`src/rtl/toy_pack.sv`:
```
// Shared icache types: dataram read payload, read source encoding and
// read-scheduler FSM states.
package toy_pack;

    localparam int ICACHE_WAY_WIDTH       = 2;
    localparam int ICACHE_INDEX_WIDTH     = 6;
    localparam int ICACHE_REQ_TXNID_WIDTH = 4;

    typedef struct packed {
        logic [ICACHE_WAY_WIDTH-1:0]       way;
        logic [ICACHE_INDEX_WIDTH-1:0]     index;
        logic [ICACHE_REQ_TXNID_WIDTH-1:0] txnid;
    } dataram_rd_pld_t;

    typedef enum logic [1:0] {
        SRC_HIT  = 2'd0,
        SRC_MSHR = 2'd1,
        SRC_PREF = 2'd2
    } rd_src_e;

    typedef enum logic [1:0] {
        ST_NORMAL     = 2'd0,
        ST_BOOST_MSHR = 2'd1,
        ST_BOOST_PREF = 2'd2
    } rd_sched_state_e;

endpackage

```
`src/rtl/icache_rd_out_reg.sv`:
```
// Single-entry output register toward the dataram read port; loads on a
// grant, drains on rdy, and holds payload/source stable while stalled.
module icache_rd_out_reg
    import toy_pack::*;
(
    input  logic            clk,
    input  logic            rst_n,
    input  logic            flush_i,
    input  logic            load_i,
    input  logic            drain_i,
    input  dataram_rd_pld_t pld_i,
    input  logic [1:0]      src_i,
    output logic            vld_o,
    output dataram_rd_pld_t pld_o,
    output logic [1:0]      src_o
);

    logic            vld_q, vld_d;
    dataram_rd_pld_t pld_q, pld_d;
    logic [1:0]      src_q, src_d;

    always_comb begin
        vld_d = vld_q;
        pld_d = pld_q;
        src_d = src_q;
        if (flush_i) begin
            vld_d = 1'b0;
        end else if (load_i) begin
            vld_d = 1'b1;
            pld_d = pld_i;
            src_d = src_i;
        end else if (drain_i) begin
            vld_d = 1'b0;
        end
    end

    always_ff @(posedge clk or negedge rst_n) begin
        if (!rst_n) begin
            vld_q <= 1'b0;
            pld_q <= '0;
            src_q <= 2'd0;
        end else begin
            vld_q <= vld_d;
            pld_q <= pld_d;
            src_q <= src_d;
        end
    end

    assign vld_o = vld_q;
    assign pld_o = pld_q;
    assign src_o = src_q;

endmodule

```
`src/rtl/icache_dataram_rd_sched.sv`:
```
// Dataram read scheduler: picks one of hit/mshr/prefetch reads per cycle,
// with starvation counters that boost a losing requester for one grant.
module icache_dataram_rd_sched
    import toy_pack::*;
#(
    parameter int STARVE_LIMIT = 8,
    parameter int CNT_W        = 4
) (
    input  logic            clk,
    input  logic            rst_n,
    input  logic            hit_rd_vld,
    output logic            hit_rd_rdy,
    input  dataram_rd_pld_t hit_rd_pld,
    input  logic            mshr_rd_vld,
    output logic            mshr_rd_rdy,
    input  dataram_rd_pld_t mshr_rd_pld,
    input  logic            pref_rd_vld,
    output logic            pref_rd_rdy,
    input  dataram_rd_pld_t pref_rd_pld,
    input  logic            wr_busy,
    input  logic            flush,
    output logic            dataram_rd_vld,
    input  logic            dataram_rd_rdy,
    output dataram_rd_pld_t dataram_rd_pld,
    output logic [1:0]      dataram_rd_src
);

    localparam logic [CNT_W-1:0] LIMIT = CNT_W'(STARVE_LIMIT);
    localparam logic [CNT_W-1:0] CMAX  = '1;

    rd_sched_state_e  state_q, state_d;
    logic [CNT_W-1:0] starve_mshr_q, starve_mshr_d;
    logic [CNT_W-1:0] starve_pref_q, starve_pref_d;

    logic            out_vld;
    logic            grant_en;
    logic [2:0]      gnt;
    rd_src_e         gnt_src;
    dataram_rd_pld_t gnt_pld;

    // Grant needs the output slot free or draining this cycle; rst_n gating
    // keeps every rdy low for the whole reset window.
    assign grant_en = rst_n & ~wr_busy & ~flush & (~out_vld | dataram_rd_rdy);

    always_comb begin
        gnt = 3'b000;
        if (grant_en) begin
            unique case (state_q)
                ST_BOOST_MSHR: begin
                    if      (mshr_rd_vld) gnt = 3'b010;
                    else if (hit_rd_vld)  gnt = 3'b001;
                    else if (pref_rd_vld) gnt = 3'b100;
                end
                ST_BOOST_PREF: begin
                    if      (pref_rd_vld) gnt = 3'b100;
                    else if (hit_rd_vld)  gnt = 3'b001;
                    else if (mshr_rd_vld) gnt = 3'b010;
                end
                default: begin
                    if      (hit_rd_vld)  gnt = 3'b001;
                    else if (mshr_rd_vld) gnt = 3'b010;
                    else if (pref_rd_vld) gnt = 3'b100;
                end
            endcase
        end
    end

    always_comb begin
        gnt_src = SRC_HIT;
        gnt_pld = hit_rd_pld;
        if (gnt[1]) begin
            gnt_src = SRC_MSHR;
            gnt_pld = mshr_rd_pld;
        end else if (gnt[2]) begin
            gnt_src = SRC_PREF;
            gnt_pld = pref_rd_pld;
        end
    end

    assign hit_rd_rdy  = gnt[0];
    assign mshr_rd_rdy = gnt[1];
    assign pref_rd_rdy = gnt[2];

    always_comb begin
        starve_mshr_d = starve_mshr_q;
        starve_pref_d = starve_pref_q;
        if (flush || !mshr_rd_vld || gnt[1]) starve_mshr_d = '0;
        else if (starve_mshr_q != CMAX)      starve_mshr_d = starve_mshr_q + 1'b1;
        if (flush || !pref_rd_vld || gnt[2]) starve_pref_d = '0;
        else if (starve_pref_q != CMAX)      starve_pref_d = starve_pref_q + 1'b1;
    end

    // Thresholds look at the post-update count so the boost lands on the
    // cycle right after the limit-th lost cycle.
    always_comb begin
        state_d = state_q;
        unique case (state_q)
            ST_NORMAL: begin
                if      (starve_mshr_d >= LIMIT) state_d = ST_BOOST_MSHR;
                else if (starve_pref_d >= LIMIT) state_d = ST_BOOST_PREF;
            end
            ST_BOOST_MSHR: if (gnt[1] || !mshr_rd_vld) state_d = ST_NORMAL;
            ST_BOOST_PREF: if (gnt[2] || !pref_rd_vld) state_d = ST_NORMAL;
            default:       state_d = ST_NORMAL;
        endcase
        if (flush) state_d = ST_NORMAL;
    end

    always_ff @(posedge clk or negedge rst_n) begin
        if (!rst_n) begin
            state_q       <= ST_NORMAL;
            starve_mshr_q <= '0;
            starve_pref_q <= '0;
        end else begin
            state_q       <= state_d;
            starve_mshr_q <= starve_mshr_d;
            starve_pref_q <= starve_pref_d;
        end
    end

    icache_rd_out_reg u_out_reg (
        .clk     (clk),
        .rst_n   (rst_n),
        .flush_i (flush),
        .load_i  (|gnt),
        .drain_i (dataram_rd_rdy),
        .pld_i   (gnt_pld),
        .src_i   (gnt_src),
        .vld_o   (out_vld),
        .pld_o   (dataram_rd_pld),
        .src_o   (dataram_rd_src)
    );

    assign dataram_rd_vld = out_vld;

endmodule

```
`config.mk`:
```
export PLATFORM = sky130hd
export DESIGN_NAME = icache_dataram_rd_sched
export DESIGN_NICKNAME = d
export VERILOG_FILES = /design/src/rtl/toy_pack.sv /design/src/rtl/icache_rd_out_reg.sv /design/src/rtl/icache_dataram_rd_sched.sv
export SDC_FILE = /design/constraint.sdc
export NUM_CORES = 1
export LEC_CHECK = 0
export ABC_AREA = 1
export BUFFER_PORTS_ARGS = -buffer_cell sky130_fd_sc_hd__buf_4
export CORE_UTILIZATION = 48
export DETAILED_ROUTE_END_ITERATION = 6
export PLACE_DENSITY = 0.86
export SYNTH_ARGS = -nofsm -noshare
export SYNTH_HDL_FRONTEND = slang
export SYNTH_SLANG_ARGS = --single-unit
```
`constraint.sdc`:
```
create_clock -name clk -period 1.9 [get_ports clk]
set_input_delay 0.285 -clock clk [delete_from_list [all_inputs] [get_ports clk]]
set_output_delay 0.285 -clock clk [all_outputs]
set_load 0.005 [all_outputs]
```
Yosys cells after proc, flatten, opt, wreduce, memory -nomap -nowiden
Index checks and enable logic that the tools add are counted.
{ "classes": {"add_sub_neg": 2, "magnitude_cmp": 2, "n_eq_ne": 7, "mux": 27, "bitwise": 7, "reduce_logical": 13} }
{ "ops": {"columns": ["cell", "count"], "rows": [
  ["2-to-1 mux 12 bit", 2],
  ["2-to-1 mux 3 bit", 7],
  ["2-to-1 mux 2 bit", 9],
  ["2-to-1 mux 4 bit", 4],
  ["inequality test 4 bit (second input constant)", 3],
  ["adder 4 x 1 -> 4 bit (second input constant)", 2],
  [">= comparator 4 bit (second input constant)", 2],
  ["logical OR 1 bit", 6],
  ["inequality test 3 bit (second input constant)", 2],
  ["one-hot mux 2 bit (3 select lines)", 1],
  ["one-hot mux 3 bit (2 select lines)", 1],
  ["bitwise AND 1 bit", 3],
  ["2-to-1 mux 1 bit", 3],
  ["inverter 1 bit", 3],
  ["AND reduction 3 bit", 1],
  ["nonzero test 3 bit", 1],
  ["OR reduction 3 bit", 1],
  ["equality test 2 x 1 -> 1 bit (second input constant)", 1],
  ["equality test 2 bit (second input constant)", 1],
  ["zero test 1 bit", 2],
  ["zero test 2 bit", 1],
  ["AND reduction 2 bit", 1],
  ["bitwise OR 1 bit", 1]
]} }
{ "word_totals": {"regBits": 25, "input_bits": 44, "out_inout_bits": 18, "word_cells": 66} }

Depth between registers and ports, before layout
{ "depth": {"ltp_word": 12, "ltp_mapped": 14, "depth_no_buf": 13} }

Modules after synthesis
A second synthesis with hierarchy kept.
{ "unflattened": {"hier_cells": 220, "hier_area_um2": 1552.7} }
{ "modules_own_cells": {"columns": ["module", "instances", "cells_per_inst", "area_each_um2"], "rows": [
  ["icache_dataram_rd_sched", 1, 155, 959.7],
  ["icache_rd_out_reg", 1, 65, 593.1]
]} }

Worst setup path after synthesis
Ideal clock, no wire load.
{ "synth_path": {"path_type": "flip-flop to flip-flop", "start": "reg state_q[0]", "end": "reg u_out_reg.pld_q (netlist bit u_out_reg.pld_o[10])", "setup_time_ns": 0.116, "arrival_ns": 1.654, "path_slack_ns": 0.130, "stages_incl_launch_ff": 13, "path_buffers": 1, "cell_sequence": "dfrtp_1 > inv_1 > ha_1 > nand2_1 > nand2_1 > nand2_1 > nand3_2 > inv_2 > nor3_4 > inv_2 > buf_6 > nand2_1 > nand2_1"} }
{ "synth_via": {"elab_chain_len": 5, "elab_cells_between_ends": 8} }
{ "synth_rtl": {"columns": ["item", "line_no", "text"], "rows": [
  ["from (decl)", "icache_dataram_rd_sched.sv:31", "rd_sched_state_e state_q, state_d;"],
  ["from (signal assigned)", "icache_dataram_rd_sched.sv:115", "state_q <= state_d;"],
  ["equality test 2 bit or equality test 2 x 1 -> 1 bit (tied branches)", "icache_dataram_rd_sched.sv:48", "unique case (state_q)"],
  ["one-hot mux 3 bit (2 select lines) (*)", "icache_dataram_rd_sched.sv:48", null],
  ["2-to-1 mux 3 bit (*)", "icache_dataram_rd_sched.sv:47", "if (grant_en) begin"],
  ["OR reduction 3 bit or 2-to-1 mux 12 bit (tied branches)", "icache_dataram_rd_sched.sv:125, icache_dataram_rd_sched.sv:74", null],
  ["AND reduction 2 bit (no line) or 2-to-1 mux 12 bit (tied branches)", null, null],
  ["to (signal assigned)", "icache_rd_out_reg.sv:44", "pld_q <= pld_d;"],
  ["to (decl)", "icache_rd_out_reg.sv:19", "dataram_rd_pld_t pld_q, pld_d;"]
]} }
Mark *: on every way between the ends. The rest lies on a longest branch, timed or not.
A chain may end at the register's enable or synchronous reset.

Final worst setup path
{ "layout_path": {"start": "reg state_q[0]", "end": "out pref_rd_rdy"} }
{ "layout_via": {"elab_chain_len": 3, "elab_cells_between_ends": 4} }
{ "layout_rtl": {"columns": ["item", "line_no", "text"], "rows": [
  ["equality test 2 bit or equality test 2 x 1 -> 1 bit (tied branches)", "icache_dataram_rd_sched.sv:48", null],
  ["one-hot mux 3 bit (2 select lines) (*)", "icache_dataram_rd_sched.sv:48", null],
  ["2-to-1 mux 3 bit (*)", "icache_dataram_rd_sched.sv:47", null],
  ["to (decl)", "icache_dataram_rd_sched.sv:18", "output logic pref_rd_rdy,"]
]} }
Marks and branches as above.

==> flow_summary.json <==
{
  "outcome": "complete, but fails checks",
  "violations": "setup timing",
  "syn_inst": 219,
  "critPathSlowestCell": "dfrtp_1",
  "path_class": "reg -> out",
  "grt_pass1_vias": 1587,
  "gp_congestion": 0.834,
  "antenna_found_initial": 0,
  "yosysTopAreaCell": "dfrtp_1",
  "n_antenna_cell": 0,
  "grt_pass1_wl_um": 7180,
  "synth.distinct_cells": 22,
  "crit_path_max_fanout": 5,
  "period_minus_slack_ns": 1.98,
  "rsz0062_at_grt": "yes",
  "timing.final.crit_share_pct": 104,
  "synth_area_leaders": "dfrtp_1, nand2_1, nand3_1",
  "routedWlPerCell_um": 15.0,
  "via_per_inst": 5.36,
  "drv_cap": 0,
  "max_stage_delay_ns": 0.43,
  "switching_power_uw": 388,
  "ant_nets": 0,
  "nets": 347,
  "vdd_drop_max_uv": 331,
  "core-area_um2": 3050,
  "die_y_um": 58.7,
  "p_clk_share_pct": 20.2,
  "cts_buffers": 3,
  "p_int_uw": 895,
  "clk_pin_slew_ns": 0.15,
  "clockBufferDepth": 2,
  "vias": 1828,
  "ys_ff_latch": 25,
  "finalHoldViolCount": 0,
  "drt-initial-drc-count": 158,
  "dp_hpwl_um": 2990,
  "layout_commonest_cell": "buf_4",
  "syn_area_um2": 1540,
  "clock_sinks": 25,
  "grt_use_total_pct": 27.6,
  "routed_wl_um": 5110,
  "cts_tree": "built",
  "p_leak_uw": 0.00129,
  "layout_common_cells": "buf_4, nand2_1, nand3_1",
  "cp-end-kind": "output port",
  "power.share.switching_pct": 30.3,
  "worst_slack_ns": -0.0759,
  "seq_area_frac_synth_pct": 40.6,
  "cts_max_level": 1,
  "finalPower_uw": 1280,
  "drive_above_1_share_pct": 37.4,
  "slew_viol_final": 0,
  "first_pass_iters": 4,
  "initial_core_util_pct": 50.5,
  "io_buffers": 61,
  "hold_path_class": "in -> reg",
  "setup_tns_ns": -0.213,
  "startpoint_type": "flop",
  "yosysTopAreaCellShare_pct": 40.6,
  "dp.cells": 323,
  "arrival_ns": 1.69,
  "fp.dieW_um": 58.7,
  "slew_headroom_pct": 75.2,
  "clock_skew_ns": 0.00341,
  "grt_max_degree": 24,
  "worstPathRequired_ns": 1.62,
  "yosysWarnings": 0,
  "dieArea_um2": 3440,
  "root_buffer": "clkbuf_4",
  "path_cells": "inv_2 -> ha_4 -> nand2_2 -> nand2_1 -> nand2_1 -> nand3_2 -> inv_2 -> buf_8 -> buf_4",
  "insertion_delay_ns": 0.33,
  "tightestPinTransition_ns": 0.371,
  "power_frac_seq_pct": 50.9,
  "area_growth_pct": 52.5,
  "overflow": 0,
  "synth_nets": 268,
  "io_pins": 62,
  "setup_viol": 5,
  "synthesis.area_per_instance_um2": 7.04,
  "power_per_cell_area_nw_per_um2": 546,
  "comb_power_share_pct": 29.0,
  "fmax_mhz": 506,
  "num_rows": 20,
  "final_cells": 341,
  "drcViolationCount": 0
}
-- final cells by class --
cell class              count  area, µm²
clock buffers               3       22.5
clock inverters             1       7.51
fillers                   218        702
inverters                  25        101
multi-input cells         161        866
flip-flops and latches     25        626
well taps                  44       55.1
repair buffers             82        673
-- final timing paths --
| kind | start | endpoint | slack, ns | depth (start not counted) |
|---|---|---|---|---|
| max | state_q[0]$_DFFE_PN0P_ | pref_rd_rdy | -0.08 | 9 |
| min reg2reg | u_out_reg.src_o[0]$_DFFE_PN0P_ | u_out_reg.src_o[0]$_DFFE_PN0P_ | 0.50 | 2 |
| min in group asynchronous | rst_n | state_q[0]$_DFFE_PN0P_ | 0.30 | 2 |
| max reg2reg | state_q[1]$_DFFE_PN0P_ | u_out_reg.src_o[1]$_DFFE_PN0P_ | -0.04 | 13 |
| max in group asynchronous | rst_n | u_out_reg.pld_o[9]$_DFFE_PN0P_ | 1.08 | 3 |
| min | flush | u_out_reg.vld_o$_DFFE_PN0P_ | 0.17 | 2 |
-- metrics by stage --
| stage | utilization (%) | cell area, µm² | setup WS, ns | hold slack, ns |
|---|---|---|---|---|
| 4_1_cts | 73.6 | 2250 | -0.00908 | 0.184 |
| 3_5_place_dp | 67.3 | 2050 | 0.0401 | 0.0843 |
| 5_1_grt | 77.0 | 2350 | -0.154 | 0.160 |
| 2_1_floorplan | - | 1540 | 0.130 | -0.0106 |
| 3_3_place_gp | 67.3 | 2050 | 0.125 | 0.0859 |
| 6_report | 77.0 | 2350 | -0.0759 | 0.167 |
-- Yosys cell counts --
cell type and instances:
buf_2 4, o21ai_0 5, buf_4 3, o211ai_1 1
buf_6 1, mux2i_1 1, a31oi_1 1, inv_1 21
a211oi_1 2, nand2_1 77, nand4_1 1, inv_2 4
nand3b_1 1, ha_1 5, or2_2 1, nor3_4 1
xnor2_1 1, nand3_1 48, nor2_1 14, dfrtp_1 25
nand3_2 1, a21oi_1 1
-- critical path: cells and delay by family, from the launching register on --
kind / cells / cell delay [ns]
flip-flops: 1 / 0.43
buffers and inverters: 4 / 0.42
AND/OR/NAND/NOR: 4 / 0.27
adder cells (fa/ha/maj): 1 / 0.23
-- timing repair --
action,in CTS,in global routing
hold buffers,1,0
setup buffers,9,4
endpoints found under the hold margin,25,0
setup endpoints to repair,4,20
resized for setup,19,21
pin swaps,10,8
-- per-layer routing --
metal,track usage (%),part of all wire (%)
met5,0,0
met4,11.9,3.4
met2,46.5,52
met1,36.9,39
met3,1.98,5.9
-- cells by family after synthesis --
logic type / after synthesis / share of synthesized area (%)
multiplexers: 1 / 0.649
AO/OA/AOI/OAI: 10 / 3.81
AND/OR/NAND/NOR: 144 / 40.7
buffers and inverters: 33 / 9.58
adder cells (fa/ha/maj): 5 / 4.06
XOR/XNOR: 1 / 0.568
flip-flops: 25 / 40.6
-- flip-flops by register name (all words and copies together) (netlist names) --
| name | flops |
|---|---|
| u_out_reg.pld_o | 12 |
| starve_mshr_q | 4 |
| starve_pref_q | 4 |
| state_q | 2 |
| u_out_reg.src_o | 2 |
| u_out_reg.vld_o | 1 |
-- power groups by stage --
stage	Sequential [µW]	Combinational (µW)	Clock, µW
floorplan	661	117	0
global placement	658	334	0
detailed placement	659	340	0
CTS	649	349	244
global route	660	402	276
finish	653	372	259
Power figures use the tool's default switching activity.
